### config.mk
export PLATFORM = sky130hd
export DESIGN_NAME = dmem_arbiter
export DESIGN_NICKNAME = d
export VERILOG_FILES = /design/src/rtl/dmem_arbiter_pkg.sv /design/src/rtl/dmem_arb_fifo.sv /design/src/rtl/dmem_arbiter.sv
export SDC_FILE = /design/constraint.sdc
export NUM_CORES = 1
export LEC_CHECK = 0
export ABC_AREA = 1
export CORE_AREA = 3 3 114 116
export DETAILED_ROUTE_END_ITERATION = 8
export DIE_AREA = 0 0 117 119
export GPL_ROUTABILITY_DRIVEN = 0
export SKIP_CTS_REPAIR_TIMING = 1
export SYNTH_ARGS = -nofsm -noshare
export SYNTH_HDL_FRONTEND = slang
export SYNTH_SLANG_ARGS = --single-unit
### constraint.sdc
create_clock -name clk -period 3.89 [get_ports clk]
set_input_delay 0.778 -clock clk [delete_from_list [all_inputs] [get_ports clk]]
set_output_delay 0.778 -clock clk [all_outputs]
set_load 0.05 [all_outputs]
### src/rtl/dmem_arbiter_pkg.sv
// Shared definitions for the data-memory arbiter.
//   dmem_req_t : one translated request channel (we, size, wstrb, pa, wdata, uncached)
//   rr_next()  : successor of a channel index, wrapping at the channel count
package dmem_arbiter_pkg;

    typedef struct packed {
        logic        we;
        logic [1:0]  size;
        logic [3:0]  wstrb;
        logic [31:0] pa;
        logic [31:0] wdata;
        logic        uncached;
    } dmem_req_t;

    function automatic int unsigned rr_next(input int unsigned idx, input int unsigned nport);
        return (idx + 1 == nport) ? 0 : idx + 1;
    endfunction

endpackage

### src/rtl/dmem_arb_fifo.sv
// In-order tracker FIFO: remembers which channel owns each outstanding dcache transaction.
// Ports:
//   clk_i, rst_ni   clock, asynchronous active-low reset
//   push_i, wdata_i write one entry (ignored when full)
//   pop_i, rdata_o  remove head entry (ignored when empty); rdata_o shows the head
//   full_o, empty_o occupancy flags
//   count_o         number of stored entries (0..DEPTH)
module dmem_arb_fifo #(
    parameter int unsigned WIDTH = 1,
    parameter int unsigned DEPTH = 4,
    localparam int unsigned PtrW = (DEPTH > 1) ? $clog2(DEPTH) : 1,
    localparam int unsigned CntW = $clog2(DEPTH + 1)
) (
    input  logic             clk_i,
    input  logic             rst_ni,
    input  logic             push_i,
    input  logic [WIDTH-1:0] wdata_i,
    input  logic             pop_i,
    output logic [WIDTH-1:0] rdata_o,
    output logic             full_o,
    output logic             empty_o,
    output logic [CntW-1:0]  count_o
);

    logic [WIDTH-1:0] mem_q [DEPTH];
    logic [PtrW-1:0]  wr_ptr_q, wr_ptr_d;
    logic [PtrW-1:0]  rd_ptr_q, rd_ptr_d;
    logic [CntW-1:0]  count_q, count_d;
    logic             push_ok, pop_ok;

    assign full_o  = (count_q == CntW'(DEPTH));
    assign empty_o = (count_q == '0);
    assign count_o = count_q;
    assign rdata_o = mem_q[rd_ptr_q];

    assign push_ok = push_i && !full_o;
    assign pop_ok  = pop_i && !empty_o;

    always_comb begin
        wr_ptr_d = wr_ptr_q;
        rd_ptr_d = rd_ptr_q;
        count_d  = count_q;
        if (push_ok) begin
            wr_ptr_d = (wr_ptr_q == PtrW'(DEPTH - 1)) ? '0 : wr_ptr_q + 1'b1;
        end
        if (pop_ok) begin
            rd_ptr_d = (rd_ptr_q == PtrW'(DEPTH - 1)) ? '0 : rd_ptr_q + 1'b1;
        end
        // Simultaneous push and pop leaves the count unchanged.
        if (push_ok && !pop_ok) begin
            count_d = count_q + 1'b1;
        end else if (pop_ok && !push_ok) begin
            count_d = count_q - 1'b1;
        end
    end

    always_ff @(posedge clk_i or negedge rst_ni) begin
        if (!rst_ni) begin
            wr_ptr_q <= '0;
            rd_ptr_q <= '0;
            count_q  <= '0;
        end else begin
            wr_ptr_q <= wr_ptr_d;
            rd_ptr_q <= rd_ptr_d;
            count_q  <= count_d;
        end
    end

    // Storage needs no reset: entries are only read while count is non-zero.
    always_ff @(posedge clk_i) begin
        if (push_ok) begin
            mem_q[wr_ptr_q] <= wdata_i;
        end
    end

endmodule

### src/rtl/dmem_arbiter.sv
// Data-memory arbiter: funnels NPORT translated request channels onto one dcache port and
// routes in-order responses back to the owning channel.
// Ports:
//   clk, resetn                          clock, asynchronous active-low reset
//   req_valid/we/size/wstrb/pa/wdata/uncached  per-channel request (flattened, channel i at i)
//   addr_ok, data_ok                     per-channel accept / response strobes
//   rdata                                response data (0 when no data_ok)
//   dcache_req/wr/size/wstrb/addr/wdata/uncached  dcache request side
//   dcache_addr_ok, dcache_data_ok, dcache_rdata  dcache handshakes and read data
//   outstanding                          in-flight transaction count
// Configuration: define DMEM_ARBITER_RR_EN for round-robin grant; default is fixed priority
// (lowest channel index wins).
module dmem_arbiter
    import dmem_arbiter_pkg::*;
#(
    parameter int unsigned NPORT = 2,
    parameter int unsigned DEPTH = 4
) (
    input  logic                       clk,
    input  logic                       resetn,
    input  logic [NPORT-1:0]           req_valid,
    input  logic [NPORT-1:0]           req_we,
    input  logic [2*NPORT-1:0]         req_size,
    input  logic [4*NPORT-1:0]         req_wstrb,
    input  logic [32*NPORT-1:0]        req_pa,
    input  logic [32*NPORT-1:0]        req_wdata,
    input  logic [NPORT-1:0]           req_uncached,
    output logic [NPORT-1:0]           addr_ok,
    output logic [NPORT-1:0]           data_ok,
    output logic [31:0]                rdata,
    output logic                       dcache_req,
    output logic                       dcache_wr,
    output logic [1:0]                 dcache_size,
    output logic [3:0]                 dcache_wstrb,
    output logic [31:0]                dcache_addr,
    output logic [31:0]                dcache_wdata,
    output logic                       dcache_uncached,
    input  logic                       dcache_addr_ok,
    input  logic                       dcache_data_ok,
    input  logic [31:0]                dcache_rdata,
    output logic [$clog2(DEPTH+1)-1:0] outstanding
);

    localparam int unsigned IdxW = $clog2(NPORT);

    dmem_req_t       reqs [NPORT];
    dmem_req_t       gnt_req;
    logic            gnt_vld;
    logic [IdxW-1:0] gnt_idx;
    logic            accept, pop;
    logic            trk_full, trk_empty;
    logic [IdxW-1:0] head_idx;

    always_comb begin
        for (int unsigned i = 0; i < NPORT; i++) begin
            reqs[i] = '{we:       req_we[i],
                        size:     req_size[2*i +: 2],
                        wstrb:    req_wstrb[4*i +: 4],
                        pa:       req_pa[32*i +: 32],
                        wdata:    req_wdata[32*i +: 32],
                        uncached: req_uncached[i]};
        end
    end

`ifdef DMEM_ARBITER_RR_EN
    logic [IdxW-1:0] rr_ptr_q, rr_ptr_d;

    always_comb begin
        int unsigned k;
        k       = 0;
        gnt_vld = 1'b0;
        gnt_idx = '0;
        // Search starts at rr_ptr and wraps; first valid channel found wins.
        for (int unsigned i = 0; i < NPORT; i++) begin
            k = (int'(rr_ptr_q) + i) % NPORT;
            if (!gnt_vld && req_valid[k]) begin
                gnt_vld = 1'b1;
                gnt_idx = IdxW'(k);
            end
        end
    end

    // Pointer moves only when the dcache actually takes the request.
    assign rr_ptr_d = accept ? IdxW'(rr_next(int'(gnt_idx), NPORT)) : rr_ptr_q;

    always_ff @(posedge clk or negedge resetn) begin
        if (!resetn) begin
            rr_ptr_q <= '0;
        end else begin
            rr_ptr_q <= rr_ptr_d;
        end
    end
`else
    always_comb begin
        gnt_vld = 1'b0;
        gnt_idx = '0;
        for (int unsigned i = 0; i < NPORT; i++) begin
            if (!gnt_vld && req_valid[i]) begin
                gnt_vld = 1'b1;
                gnt_idx = IdxW'(i);
            end
        end
    end
`endif

    assign gnt_req = reqs[gnt_idx];

    // Full blocks issue even if a pop lands this cycle: no bypass from pop to push.
    assign dcache_req      = resetn && gnt_vld && !trk_full;
    assign dcache_wr       = gnt_req.we;
    assign dcache_size     = gnt_req.size;
    assign dcache_wstrb    = gnt_req.wstrb;
    assign dcache_addr     = gnt_req.pa;
    assign dcache_wdata    = gnt_req.wdata;
    assign dcache_uncached = gnt_req.uncached;

    assign accept = dcache_req && dcache_addr_ok;
    assign pop    = dcache_data_ok && !trk_empty;

    always_comb begin
        addr_ok = '0;
        data_ok = '0;
        rdata   = '0;
        if (accept) begin
            addr_ok[gnt_idx] = 1'b1;
        end
        if (pop) begin
            data_ok[head_idx] = 1'b1;
            rdata             = dcache_rdata;
        end
    end

    dmem_arb_fifo #(
        .WIDTH (IdxW),
        .DEPTH (DEPTH)
    ) u_tracker (
        .clk_i   (clk),
        .rst_ni  (resetn),
        .push_i  (accept),
        .wdata_i (gnt_idx),
        .pop_i   (pop),
        .rdata_o (head_idx),
        .full_o  (trk_full),
        .empty_o (trk_empty),
        .count_o (outstanding)
    );

endmodule

==> impl_metrics.toml, run 1 <==
[timing]
worst_slack_ns = 0.596
period_needed_ns = 3.29
finalCritPeriodShare = 0.847
setup_viol = 0
tns_ns = 0
relSlewSlack = 0.528
fmax_ghz = 0.304
rsz0062_at_grt = "false"
worst_pin_slew_ns = 0.709
maxSlewViolCount = 0
finClkSkew_ns = 0.00135
hold_violations = 0

[critical_path]
timing.rr.end = "u_tracker.count_o[2]"
cp.arrival_ns = 2.52
path_max_fanout = 73
critical_path_class = "in -> out"
cp-start-kind = "input port"
worstPathRequired_ns = 3.11
ff2ff_path_depth = 10
r2r_slack_ns = 1.76
end_kind = "output pin"
r2r-start = "u_tracker.count_o[0]"

[final_layout]
seqCellArea_um2 = 295
finalNetCount = 850
drive_above_1_share = 0.186
antenna_cells = 0
fillers = 1267
area_growth_pct = 152
multiInputGateArea_um2 = 1250

[drt]
wl_um = 10100
drt_iter0_markers = 68
ant_nets = 0
wl_per_cell_um = 12.5
viasPerCell = 3.92
dr.pass1.iters = 4
vias = 3163
drc = 0

[floorplanning]
die_y_um = 119
initial_core_util = 0.156
die_area_um2 = 13900
rows = 40
core_um2 = 12000
ios = 294
chipWidth_um = 117

[cts]
worstSkewPairLatency_ns = 0.24
cts_buffer_depth = 2
cts_tree = "done"
cts_root_buffer = "clkbuf_16"
cts_made_buffers = 3
htreeDepth = 1
clkTransAtPathRegs_ns = 0.04
clock_sinks = 11

[place]
dpl_worst_slack_ns = 0.608
portBuffers = 293
place_hpwl_um = 8750

[worst_hold_path]
min_from = "u_tracker.count_o[2]"
holdPathStages = 2
min_to = "u_tracker.count_o[2]"
hold_path_class = "reg -> reg"

[logic_synthesis]
synth-seq-cells = 11
synth_cells = 378
synth_cell_types = 20
netlist_area_um2 = 1880
ys_seq_area_frac = 0.157
ys_warn_count = 0
synth.avg_cell_area_um2 = 4.97
syn_nets = 567

[global_routing]
grt_pass1_vias = 3019
grt_max_degree = 74
gr-total-overflow = 0
grt_pass1_wl_um = 14300
antenna_found_initial = 0
grt_use_total = 0.127

[status]
status = "completed"

[pwr]
vdd_drop_max_mv = 0.190
leakage_nw = 2.54
power.density_nw_per_um2 = 361
power.total_mw = 1.71

[job]
max_cap_violations = 0
[worst max-delay path: stages]
cell and delay (ns):
clkdlybuf4s50_1 0.50, inv_1 0.08, nor2_4 0.28, inv_2 0.04, buf_4 0.34, nor2_1 0.29
buf_12 0.17
[sequential cells by signal (all words and copies together) (netlist names)]
| register | flops |
|---|---|
| u_tracker.mem_q | 4 |
| u_tracker.count_o | 3 |
| u_tracker.rd_ptr_q | 2 |
| u_tracker.wr_ptr_q | 2 |
[final cells by class]
cell class / count / area share
timing repair buffer: 297 / 0.581
multi-input combinational: 302 / 0.265
sequential: 11 / 0.0625
tap: 147 / 0.0389
inverter: 46 / 0.0365
clock buffer: 4 / 0.0167
[synth_stat cells]
cell | count | area, µm²
and2_1 | 1 | 6.26
ha_1 | 6 | 75.1
or2_2 | 2 | 12.5
nand3_2 | 1 | 10.0
fa_1 | 1 | 20.0
nor2_2 | 3 | 18.8
inv_2 | 1 | 3.75
nand3_1 | 3 | 15.0
a21oi_1 | 2 | 10.0
edfxtp_1 | 4 | 120
xnor2_1 | 1 | 8.76
nor2_1 | 40 | 150
buf_6 | 10 | 113
nand2_1 | 237 | 890
dfrtp_1 | 7 | 175
nand4_1 | 3 | 18.8
o21ai_0 | 1 | 5.00
buf_2 | 9 | 45.0
inv_1 | 45 | 169
nor2_4 | 1 | 11.3
[where the power goes]
part	internal (mW)	switching [mW]
Combinational	0.489	0.824
Clock	0.138	0.0498
Sequential	0.161	0.0448
Total	0.788	0.919
[routing by layer]
layer  track usage  up-vias  routed length (µm)
met3        0.0259       11                 859
met4        0.0287        0                 149
met5             0        -                   0
met1         0.137     1335                3670
li1              -     1656                   -
met2         0.246      161                5380
[worst max-delay path by stage]
stage | start | end | slack, ns | cells past startpoint
2_1_floorplan | u_tracker.count_o[0] | rdata[16] | 1.24 | 6
3_3_place_gp | req_valid[0] | dcache_req | 0.62 | 5
3_5_place_dp | req_valid[1] | addr_ok[1] | 0.61 | 7
4_1_cts | req_valid[1] | addr_ok[1] | 0.60 | 7
5_1_grt | req_valid[1] | dcache_addr[2] | 0.45 | 8
6_report | req_valid[1] | addr_ok[1] | 0.60 | 7
[metrics by stage]
step | util | hold WS [ns] | instance area [µm²] | cells
final | 0.393 | 0.517 | 4720 | 807
after global routing | 0.393 | 0.556 | 4720 | 807
after CTS | 0.393 | 0.524 | 4720 | 807
after detailed placement | 0.387 | 0.512 | 4650 | 803
after global placement | 0.387 | 0.506 | 4650 | 803
after floorplan | - | 0.482 | 1880 | 378
[layout by cell type (no fill, tap or decap)]
| cell type | instances |
|---|---|
| a21oi_1 | 2 |
| and2_1 | 1 |
| buf_12 | 4 |
| buf_4 | 108 |
| clkbuf_1 | 1 |
| clkbuf_16 | 3 |
| clkdlybuf4s50_1 | 185 |
| dfrtp_1 | 7 |
| edfxtp_1 | 4 |
| fa_1 | 1 |
| ha_1 | 6 |
| inv_1 | 45 |
| inv_2 | 1 |
| nand2_1 | 237 |
| nand3_1 | 3 |
| nand3_2 | 1 |
| nand4_1 | 3 |
| nor2_1 | 40 |
| nor2_2 | 3 |
| nor2_4 | 1 |
| o21ai_0 | 1 |
| or2_2 | 2 |
| xnor2_1 | 1 |
[logic make-up after synthesis]
kind of cell | count (synthesis) | synth area share
simple gates | 291 | 0.603
buf+inv | 65 | 0.176
xor+xnor | 1 | 0.00467
fa+ha+maj | 7 | 0.0507
flops | 11 | 0.157
compound gates | 3 | 0.00800
No activity file was read; power rests on OpenSTA's default activity.
==> inputs of run 2 (changes only) <==
--- a/config.mk
+++ b/config.mk
@@ -6,9 +6,9 @@
 export NUM_CORES = 1
 export LEC_CHECK = 0
 export ABC_AREA = 1
-export CORE_AREA = 3 3 114 116
+export CORE_AREA = 3 3 112 114
 export DETAILED_ROUTE_END_ITERATION = 8
-export DIE_AREA = 0 0 117 119
+export DIE_AREA = 0 0 115 117
 export GPL_ROUTABILITY_DRIVEN = 0
 export SKIP_CTS_REPAIR_TIMING = 1
 export SYNTH_ARGS = -nofsm -noshare
==> constraint.sdc (replaced) <==
create_clock -name clk -period 3.2 [get_ports clk]
set_input_delay 0.64 -clock clk [delete_from_list [all_inputs] [get_ports clk]]
set_output_delay 0.64 -clock clk [all_outputs]
set_load 0.05 [all_outputs]
==> impl_metrics.toml, run 2 (synthesized netlist as in run 1, its figures left out) <==
[timing]
period_needed_ns = 2.70
rsz0062_at_grt = "false"
fmax_ghz = 0.370
finalCritPeriodShare = 0.844
hold_violations = 0
worst_pin_slew_ns = 0.508
relSlewSlack = 0.660
tns_ns = 0
setup_viol = 0
holdWs_ns = 0.530
maxSlewViolCount = 0
finClkSkew_ns = 0.000885

[global_routing]
grt_use_total = 0.137
grt_max_degree = 71
grt_pass1_vias = 3149
grt_pass1_wl_um = 15100
gr-total-overflow = 0
antenna_found_initial = 0

[critical_path]
end_kind = "output pin"
r2r-start = "u_tracker.count_o[0]"
path_buf_inv = 4
critical_path_class = "in -> out"
worst_path_largest_cell_delay_ns = 0.53
crit_start = "req_valid[0]"
path_cells = "clkdlybuf4s50_1, nor2_4, inv_2, buf_12, nand2_1, nand2_1, buf_4"
path_max_fanout = 70
cp.arrival_ns = 2.06
worstPathRequired_ns = 2.56
cp_slowest_cell = "clkdlybuf4s50_1"
cp_top_family = "buffers and inverters"
crit_top_cell = "nand2_1"
cp-start-kind = "input port"

[cts]
clkTransAtPathRegs_ns = 0.04
cts_made_buffers = 3
cts_buffer_depth = 2
htreeDepth = 1
clock_sinks = 11
cts_root_buffer = "clkbuf_16"
worstSkewPairLatency_ns = 0.24
cts_tree = "done"

[final_layout]
drive_above_1_share = 0.190
final_cell_mix = "nand2_1, clkdlybuf4s50_1, buf_4"
antenna_cells = 0
top_register = "u_tracker.mem_q"
post-route-util = 0.448
fin_area_um2 = 5160
largest_register_ffs = 4
area_growth_pct = 175
finalNetCount = 852
final_common_cell = "nand2_1"

[place]
portBuffers = 293
dpl-instance-area_um2 = 5080
place_hpwl_um = 9180

[drt]
ant_nets = 0
wl_per_cell_um = 12.9
wl_um = 10400
viasPerCell = 3.96
drc = 0
drt_iter0_markers = 114
dr.pass1.iters = 4
vias = 3189

[pwr]
power.density_nw_per_um2 = 446
leakage_nw = 2.67
vdd_drop_max_mv = 0.211

[job]
max_cap_violations = 0

[floorplanning]
die_y_um = 117
die_area_um2 = 13500
chipWidth_um = 115
ios = 294
rows = 39
core_um2 = 11500
initial_core_util = 0.163

[status]
status = "completed"

[worst_hold_path]
hold_path_class = "reg -> reg"
min_from = "u_tracker.count_o[2]"
## run 2: worst paths after layout
check	end	slack (ns)	cells past startpoint
min in group asynchronous	u_tracker.count_o[1]	0.72	2
worst max-delay path	dcache_wdata[10]	0.50	7
worst min-delay path	u_tracker.count_o[2]	0.53	2
worst max register to register	u_tracker.count_o[2]	1.27	10
worst min register to register	u_tracker.count_o[2]	0.53	2
max in group asynchronous	u_tracker.rd_ptr_q[0]	2.35	2
## run 2: tightest hold or removal path, stage by stage, from the launching register on
cell and delay (ns):
dfrtp_1 0.38, nand2_1 0.07, nand2_1 0.04
## run 2: area by class of cell
| class | count | area, µm² |
|---|---|---|
| Clock buffer | 4 | 78.8 |
| Sequential cell | 11 | 295 |
| Multi-Input combinational cell | 302 | 1250 |
| Timing Repair Buffer | 299 | 3180 |
| Inverter | 46 | 173 |
| Fill cell | 1175 | 6360 |
| Tap cell | 143 | 179 |
## run 2: report_power, final
group	switching [mW]	internal (mW)
Clock	0.0585	0.167
Sequential	0.0541	0.196
Combinational	1.05	0.770
## run 2: through the flow
| step | setup slack, ns | total power [mW] | cells |
|---|---|---|---|
| floorplan | 0.688 | 1.25 | 378 |
| global placement | 0.489 | 2.08 | 801 |
| detailed placement | 0.466 | 2.10 | 801 |
| CTS | 0.462 | 2.33 | 805 |
| global route | 0.385 | 2.45 | 805 |
| finish | 0.498 | 2.30 | 805 |
## run 2: layer usage
layer	vias up	wire length, µm	track usage
met2	161	5570	0.266
met5	-	0	0
met1	1358	3670	0.153
met3	12	984	0.0314
li1	1658	-	-
met4	0	150	0.0282
==> inputs of run 3 (changes only) <==
==> constraint.sdc (replaced) <==
create_clock -name clk -period 2.7 [get_ports clk]
set_input_delay 0.54 -clock clk [delete_from_list [all_inputs] [get_ports clk]]
set_output_delay 0.54 -clock clk [all_outputs]
set_load 0.05 [all_outputs]
==> impl_metrics.toml, run 3 (synthesized netlist as in run 1, its figures left out) <==
[drt]
met2WireLength_um = 5800
drt_iter0_markers = 107
wl_per_cell_um = 13.2
wl_um = 10700
dr.max_layer_used = "met4"
dr.pass1.iters = 7
vias = 3165
wl_met1_um = 3870
viasPerCell = 3.90
drc = 0
wl_met3_um = 999
ant_nets = 0

[job]
max_cap_violations = 0

[final_layout]
seqCellArea_um2 = 295
final_cell_mix = "nand2_1, clkdlybuf4s50_1, buf_4"
area_growth_pct = 179
fin_area_um2 = 5230
finalNetCount = 858
fillers = 1154
antenna_cells = 0
top_register = "u_tracker.mem_q"
largest_register_ffs = 4
multiInputGateArea_um2 = 1250
final_common_cell = "nand2_1"
drive_above_1_share = 0.198

[timing]
holdWs_ns = 0.532
rsz0062_at_grt = "false"
fmax_ghz = 0.392
worst_slack_ns = 0.147
setup_viol = 0
period_needed_ns = 2.55
finClkSkew_ns = 0.00296
maxSlewViolCount = 0
tns_ns = 0
finalCritPeriodShare = 0.946
worst_pin_slew_ns = 0.508
relSlewSlack = 0.660
hold_violations = 0

[critical_path]
cp-start-kind = "input port"
worstPathRequired_ns = 2.16
end_kind = "output pin"
path_max_fanout = 65
critical_path_class = "in -> out"
cp.arrival_ns = 2.01

[floorplanning]
rows = 39
core_um2 = 11500
initial_core_util = 0.163
die_area_um2 = 13500
chipWidth_um = 115
ios = 294
die_y_um = 117

[cts]
cts_root_buffer = "clkbuf_16"
clkTransAtPathRegs_ns = 0.04
clock_sinks = 11
worstSkewPairLatency_ns = 0.24
htreeDepth = 1
cts_made_buffers = 3
cts_buffer_depth = 2
cts_tree = "done"

[place]
portBuffers = 293
place_hpwl_um = 9120
dpl-instance-area_um2 = 5090
dpl_worst_slack_ns = 0.0572

[global_routing]
grt_use_total = 0.135
grt_pass1_wl_um = 14900
grt_pass1_vias = 3131
antenna_found_initial = 0
grt_max_degree = 66
gr-total-overflow = 0

[pwr]
vdd_drop_max_mv = 0.284
power.density_nw_per_um2 = 526
p_comb_frac = 0.792
seqPwrFrac = 0.109
pwr-share-clk = 0.099
p_int_mw = 1.35
p_switching_mw = 1.40
p_sw_frac = 0.508
leakage_nw = 2.71

[status]
status = "completed"

[worst_hold_path]
hold_path_class = "reg -> reg"
==> run 3: worst paths after layout <==
check                                 startpoint               endpoint  slack [ns]  cells past startpoint
max in group asynchronous                 resetn  u_tracker.rd_ptr_q[0]        1.96                      2
min reg2reg                u_tracker.wr_ptr_q[1]  u_tracker.wr_ptr_q[1]        0.53                      2
max                                 req_valid[0]       dcache_wdata[19]        0.15                      8
min                        u_tracker.wr_ptr_q[1]  u_tracker.wr_ptr_q[1]        0.53                      2
min in group asynchronous                 resetn   u_tracker.count_o[0]        0.61                      2
max reg2reg                 u_tracker.count_o[0]   u_tracker.count_o[2]        0.76                      9
==> run 3: area by class of cell <==
class,instances,share of cell area
repair buffers,305,0.622
multi-input cells,302,0.239
flip-flops and latches,11,0.0564
well taps,143,0.0342
inverters,46,0.0330
clock buffers,4,0.0151
==> run 3: stage by stage <==
stage | std cells | total power [mW] | util
after floorplan | 378 | 1.49 | -
after global placement | 803 | 2.46 | 0.442
after detailed placement | 803 | 2.49 | 0.442
after CTS | 807 | 2.77 | 0.449
after global routing | 811 | 2.91 | 0.454
final | 811 | 2.75 | 0.454
==> run 3: power groups by stage <==
stage                     combinational, mW  sequential, mW  clock, mW
after detailed placement               2.18           0.302          0
final                                  2.18           0.301      0.272
after global routing                   2.31           0.311      0.286
after CTS                              2.19           0.300      0.276
after floorplan                        1.12           0.367          0
after global placement                 2.17           0.295          0
==> run 3: metal layers <==
metal | GRT usage | vias to the layer above
met5 | 0 | -
met2 | 0.267 | 164
li1 | - | 1672
met4 | 0.0172 | 0
met1 | 0.147 | 1323
met3 | 0.0365 | 6
==> run 3: critical path: stages <==
cell and delay (ns):
clkdlybuf4s50_1 0.53, nor2_4 0.05, buf_12 0.14, inv_2 0.07, buf_12 0.24, nand2_1 0.11
nand2_1 0.08, buf_4 0.19
==> RTL change 1 (flow settings as in run 2) <==
`DEPTH` is set to 4 in 2 places; all go to 8.
--- a/src/rtl/dmem_arb_fifo.sv
+++ b/src/rtl/dmem_arb_fifo.sv
@@ -9,3 +9,3 @@
     parameter int unsigned WIDTH = 1,
-    parameter int unsigned DEPTH = 4,
+    parameter int unsigned DEPTH = 8,
     localparam int unsigned PtrW = (DEPTH > 1) ? $clog2(DEPTH) : 1,
--- a/src/rtl/dmem_arbiter.sv
+++ b/src/rtl/dmem_arbiter.sv
@@ -16,3 +16,3 @@
     parameter int unsigned NPORT = 2,
-    parameter int unsigned DEPTH = 4
+    parameter int unsigned DEPTH = 8
 ) (
Ports: changed (resized outstanding); port bits go from 294 to 295. No check against the original RTL was run, so the function may have changed too.
==> RTL change 1 against run 2 <==
Power rose by 15%; sequential cell count rose by 7; wire length rose by 9.4%; register-to-register slack got worse by 0.33 ns; final area rose by 8.0%; count of clock-buffer cells in the layout fell by 1; worst setup slack got worse by 0.017 ns; area after synthesis rose by 21%; sequential power rose by 65%; critical endpoint is now dcache_wdata[12].
==> RTL change 1: results (changes against run 2) <==
The share of cells above drive strength 1 is 18.2% (-0.84 points). The worst setup skew after layout was 0.00157 ns (+0.000686 ns). The area share of xor/xnor cells in the synthesized design is 1.54% (+1.1 points).

The min-delay analysis places its worst path in the category reg2reg. The leakage dissipation came to 2.87 nW (+7.5%). The pin count of the biggest net entering global routing was 74 (+4.2%). The slew at the pin closest to its max-slew limit came out at 0.514 ns (+0.00632 ns).

In this design, the largest share of critical-path delay is due to buffers and inverters. The portion of the post-synthesis area used by sequential elements came out at 21.6% (+5.8 points). The fraction of the mapped netlist area in compound gates came out at 2.26% (+1.5 points). The total of fill cells in the finished design is 1,158 (-1.4%). The number of flip-flops under the largest register name came out at 8 (+4). For this design, the slowest cell found on the critical path is clkdlybuf4s50_1.

The overall routing resource usage came out at 15.0% (+1.2 points). The number of nets in the finished design came out at 900 (+5.6%). The iteration count of the initial detailed-routing pass came out at 4 (unchanged). The run finished with clean final reports.

In the post-synthesis netlist, the biggest area contributors are nand2_1 (42%), dfrtp_1 (11%), edfxtp_1 (11%). The per-cell routed wire length is 13.3 um (+3.3%). The delay of the slowest critical-path stage came out at 0.51 ns (-0.02 ns).

The warning count from the yosys run came out at 0 (unchanged). The global-route track usage on met1 is 15.5% (+0.25 points). The distinct cell type count of the synthesized netlist came out at 26 (+30%).

The worst setup slack for register-to-register paths came out at 0.94 ns (-0.33 ns). The largest voltage drop on the vdd net is 231 uV (+9.5%). The worst register-to-register path ends at u_tracker.count_o[3].

The adder-cell share of the synthesized area came out at 4.73% (-0.34 points). The count of flip-flops with a built-in enable after synthesis came out at 8 (+4). The most used flip-flop cell after synthesis is dfrtp_1. The total met3 wirelength after detailed routing came to 709 um (-28%). The global routing usage on met2 is 30.4% (+3.7 points). The post-DP HPWL came out at 9.82 mm (+7.0%). The routed length on met1 came out at 3.93 mm (+7.1%).

The starting DRC count in detailed routing came to 120 (+5.3%). The global-route wire length before repair is 16.2 mm (+7.0%). By count the netlist is led by nand2_1 (253), inv_1 (52), nor2_1 (37). The largest fanout of any net on the critical path is 25 (-64%). The via count of the first global-routing pass is 3,294 (+4.6%). The met2 layer wire length in the routed design is 6.59 mm (+18%). The number of buffer cells added on primary ports is 294 (+0.34%). The routed via count divided by cell count is 4.05 (+2.3%). The share of synthesized registers carrying an async set or reset is 55.6% (-8.1 points).

The number of nets in the synthesized netlist is 615 (+8.5%).
-- RTL change 1: area by class of cell --
class | count | area share [%]
timing repair buffer | 300 | 57.3
multi-input combinational | 334 | 25.7
sequential | 18 | 8.81
inverter | 53 | 3.57
tap | 143 | 3.21
clock buffer | 3 | 1.35
clock inverter | 1 | 0.0674
-- RTL change 1: stage by stage --
step / cells / hold slack, ns / cell area [um^2] / worst slack [ns]
2_1_floorplan: 425 / 0.344 / 2270 / 0.738
5_1_grt: 852 / 0.610 / 5570 / 0.364
3_5_place_dp: 848 / 0.554 / 5490 / 0.425
3_3_place_gp: 848 / 0.554 / 5490 / 0.520
6_report: 852 / 0.564 / 5570 / 0.481
4_1_cts: 852 / 0.568 / 5570 / 0.444
-- RTL change 1: power breakdown --
part / internal (W) / switching, W / leakage (nW)
clock network: 0.000166 / 0.0000885 / 0.0385
registers: 0.000312 / 0.000101 / 0.194
logic: 0.000831 / 0.00114 / 2.63
total: 0.00131 / 0.00133 / 2.87
-- RTL change 1: kinds of logic (layout without fill, tap and decap cells) --
group / Yosys count / count (layout)
flops: 18 / 18
simple gates: 314 / 314
compound gates: 8 / 8
buf+inv: 73 / 357
xor+xnor: 4 / 4
fa+ha+maj: 8 / 8
-- RTL change 1: worst max path at each step --
stage,end,slack [ns],cells after the start,start
final,dcache_wdata[12],0.48,7,req_valid[1]
after global routing,dcache_wdata[12],0.36,7,req_valid[1]
after CTS,dcache_wdata[12],0.44,7,req_valid[1]
after detailed placement,u_tracker.count_o[3],0.43,11,req_valid[0]
after global placement,dcache_wdata[5],0.52,7,req_valid[1]
after floorplan,addr_ok[0],0.74,5,u_tracker.count_o[0]
==> RTL change 2 (flow settings as in run 2) <==
Without the edit above. Add an input register stage for `req_pa`, without a reset; this delays it by one clock. The other inputs are not delayed to match.
--- a/src/rtl/dmem_arbiter.sv
+++ b/src/rtl/dmem_arbiter.sv
@@ -45,2 +45,8 @@
 
+    logic [32*NPORT-1:0] req_pa_q;
+
+    always_ff @(posedge clk) begin
+        req_pa_q <= req_pa;
+    end
+
     dmem_req_t       reqs [NPORT];
@@ -58,3 +64,3 @@
                         wstrb:    req_wstrb[4*i +: 4],
-                        pa:       req_pa[32*i +: 32],
+                        pa:       req_pa_q[32*i +: 32],
                         wdata:    req_wdata[32*i +: 32],
Formal check against the unedited RTL: not equivalent (Yosys sat finds a counterexample within 4 cycles, from zero or initial values and one cycle with resetn low).
==> RTL change 2 against run 2 <==
Cell count is 9.8% higher; maximum frequency shrank 1.8%; final area up 29%; sequential cell count is 64 higher; power up 74%; area after synthesis up 68%; via count grew 16%; wire length increased by 30%; worst setup slack got worse by 0.050 ns; largest cell class unchanged; largest power group unchanged.
==> RTL change 2: results (changes against run 2) <==
The total of fill cells in the finished design came out at 1,060 (-9.8%). The number of flip-flops under the largest register name came to 64 (+60). The number of nets in the synthesized netlist was 631 (+11%). The leakage dissipation is 3.33 nW (+25%). The starting DRC count in detailed routing came out at 115 (+0.88%). The delay of the slowest critical-path stage is 0.53 ns (about the same).

The total clock buffers created by CTS came out at 9 (+6). The largest voltage drop on the vdd net is 339 uV (+61%). The share of synthesized registers carrying an async set or reset is 9.33% (-54 points). The warning count from the yosys run was 0 (unchanged). The number of max-slew violations in the final report came out at 0 (unchanged).

Clock tree synthesis selected as its root buffer the cell clkbuf_16. The count of flip-flops with a built-in enable after synthesis came out at 4 (unchanged). The slowest cell on the critical path is clkdlybuf4s50_1.

The commonest register cell after synthesis is dfxtp_1. The path class of the tightest hold or removal check is reg2reg. The setup slack at placement is 0.432 ns (-0.0341 ns). The share of cells above drive strength 1 came out at 18.9% (-0.14 points). The depth of the CTS H-tree came out at 3 (+2). The total routed wirelength is 13.5 mm (+30%). After clock tree synthesis, the clock-pin slew on the worst setup and hold paths is 0.05 ns. The number of antenna violations at the first check in global routing came out at 0 (unchanged).

The cell family contributing the most delay on the critical path is buffers and inverters. The via count is 3,684 (+16%). The number of nets in the finished design came out at 925 (+8.6%). The pin count of the biggest net entering global routing came out at 41 (-42%). The run finished with clean final reports.

The slew at the pin closest to its max-slew limit is 0.497 ns (-0.0112 ns). The global-route wire length before repair came out at 19.0 mm (+25%). The number of buffer cells added on primary ports is 293 (unchanged).

The deepest clock path buffer count came out at 2 (unchanged). Sorting the synthesized cells by area gives the leading types as dfxtp_1 (41%), nand2_1 (28%), dfrtp_1 (5.5%). The clock latency on the worst-skew pair is 0.32 ns (+0.08 ns). The diode insertion count for antenna repair came out at 0 (unchanged). The portion of the post-synthesis area used by sequential elements is 49.9% (+34 points). The iteration count of the initial detailed-routing pass is 4 (unchanged). The post-DP HPWL is 11.3 mm (+23%). The distinct cell type count of the synthesized netlist was 21 (+5.0%). The largest fanout of any net on the critical path is 33 (-53%).

The overall routing resource usage came to 18.4% (+4.6 points). The net switching power figure was 0.00149 W (+28%). Sorting the synthesized cells by how often they occur yields nand2_1 (237), dfxtp_1 (64), inv_1 (45).

The accumulated negative setup slack came to 0 ns (unchanged). The worst setup skew after layout is 0.00952 ns (+0.00863 ns). req_pa_q holds more flip-flops than any other register. The standard cell area after detailed placement is 0.00636 mm^2 (+25%).
[RTL change 2: worst reg2reg max path, stage by stage (launching register included)]
cell	delay, ns
dfrtp_1	0.44
nor2_1	0.16
nand2_1	0.09
nand2_1	0.08
buf_4	0.27
ha_1	0.20
inv_1	0.07
fa_1	0.39
or2_2	0.32
nand3_1	0.08
nand2_1	0.05
nand2_1	0.05
[RTL change 2: per-stage QoR]
stage / hold WS [ns] / std cells / total power, W / util [%]
finish: 0.535 / 884 / 0.00399 / 57.9
CTS: 0.544 / 884 / 0.00404 / 57.9
detailed placement: 0.533 / 868 / 0.00298 / 55.2
global route: 0.561 / 884 / 0.00419 / 57.9
floorplan: 0.344 / 442 / 0.00212 / -
global placement: 0.520 / 868 / 0.00296 / 55.2
[RTL change 2: cell type report]
type	count	share of cell area [%]
Multi-Input combinational cell	302	18.8
Inverter	46	2.59
Sequential cell	75	23.6
Tap cell	143	2.68
Clock inverter	4	1.13
Clock buffer	12	3.54
Timing Repair Buffer	302	47.6
[RTL change 2: cell families after synthesis]
family / after synthesis / share of synthesized area [%]
XOR/XNOR: 1 / 0.277
AND/OR/NAND/NOR: 291 / 35.9
adder cells (fa/ha/maj): 7 / 3.01
buffers and inverters: 65 / 10.5
flip-flops: 75 / 49.9
AO/OA/AOI/OAI: 3 / 0.475
[RTL change 2: worst paths after layout]
kind / start / end / slack, ns / cells after the start
worst max-delay path: req_valid[0] / dcache_addr[26] / 0.45 / 7
worst min-delay path: u_tracker.count_o[2] / u_tracker.count_o[2] / 0.53 / 2
worst max register to register: u_tracker.count_o[0] / u_tracker.count_o[2] / 0.95 / 11
worst min register to register: u_tracker.count_o[2] / u_tracker.count_o[2] / 0.53 / 2
max in group asynchronous: resetn / u_tracker.rd_ptr_q[1] / 2.39 / 2
min in group asynchronous: resetn / u_tracker.count_o[1] / 0.68 / 2
[RTL change 2: power by group through the flow]
| stage | clock, W | combinational, W | sequential, W |
|---|---|---|---|
| 6_report | 0.00104 | 0.00184 | 0.00111 |
| 5_1_grt | 0.00111 | 0.00196 | 0.00112 |
| 4_1_cts | 0.00107 | 0.00186 | 0.00111 |
| 3_5_place_dp | 0 | 0.00186 | 0.00113 |
| 3_3_place_gp | 0 | 0.00184 | 0.00112 |
| 2_1_floorplan | 0 | 0.000944 | 0.00118 |
[RTL change 2: metal layers]
layer | vias up | wire length, um | global-route usage [%]
li1 | 1880 | - | -
met1 | 1613 | 5210 | 21.1
met2 | 174 | 6760 | 32.3
met3 | 17 | 1270 | 6.68
met4 | 0 | 225 | 5.32
met5 | - | 0 | 0
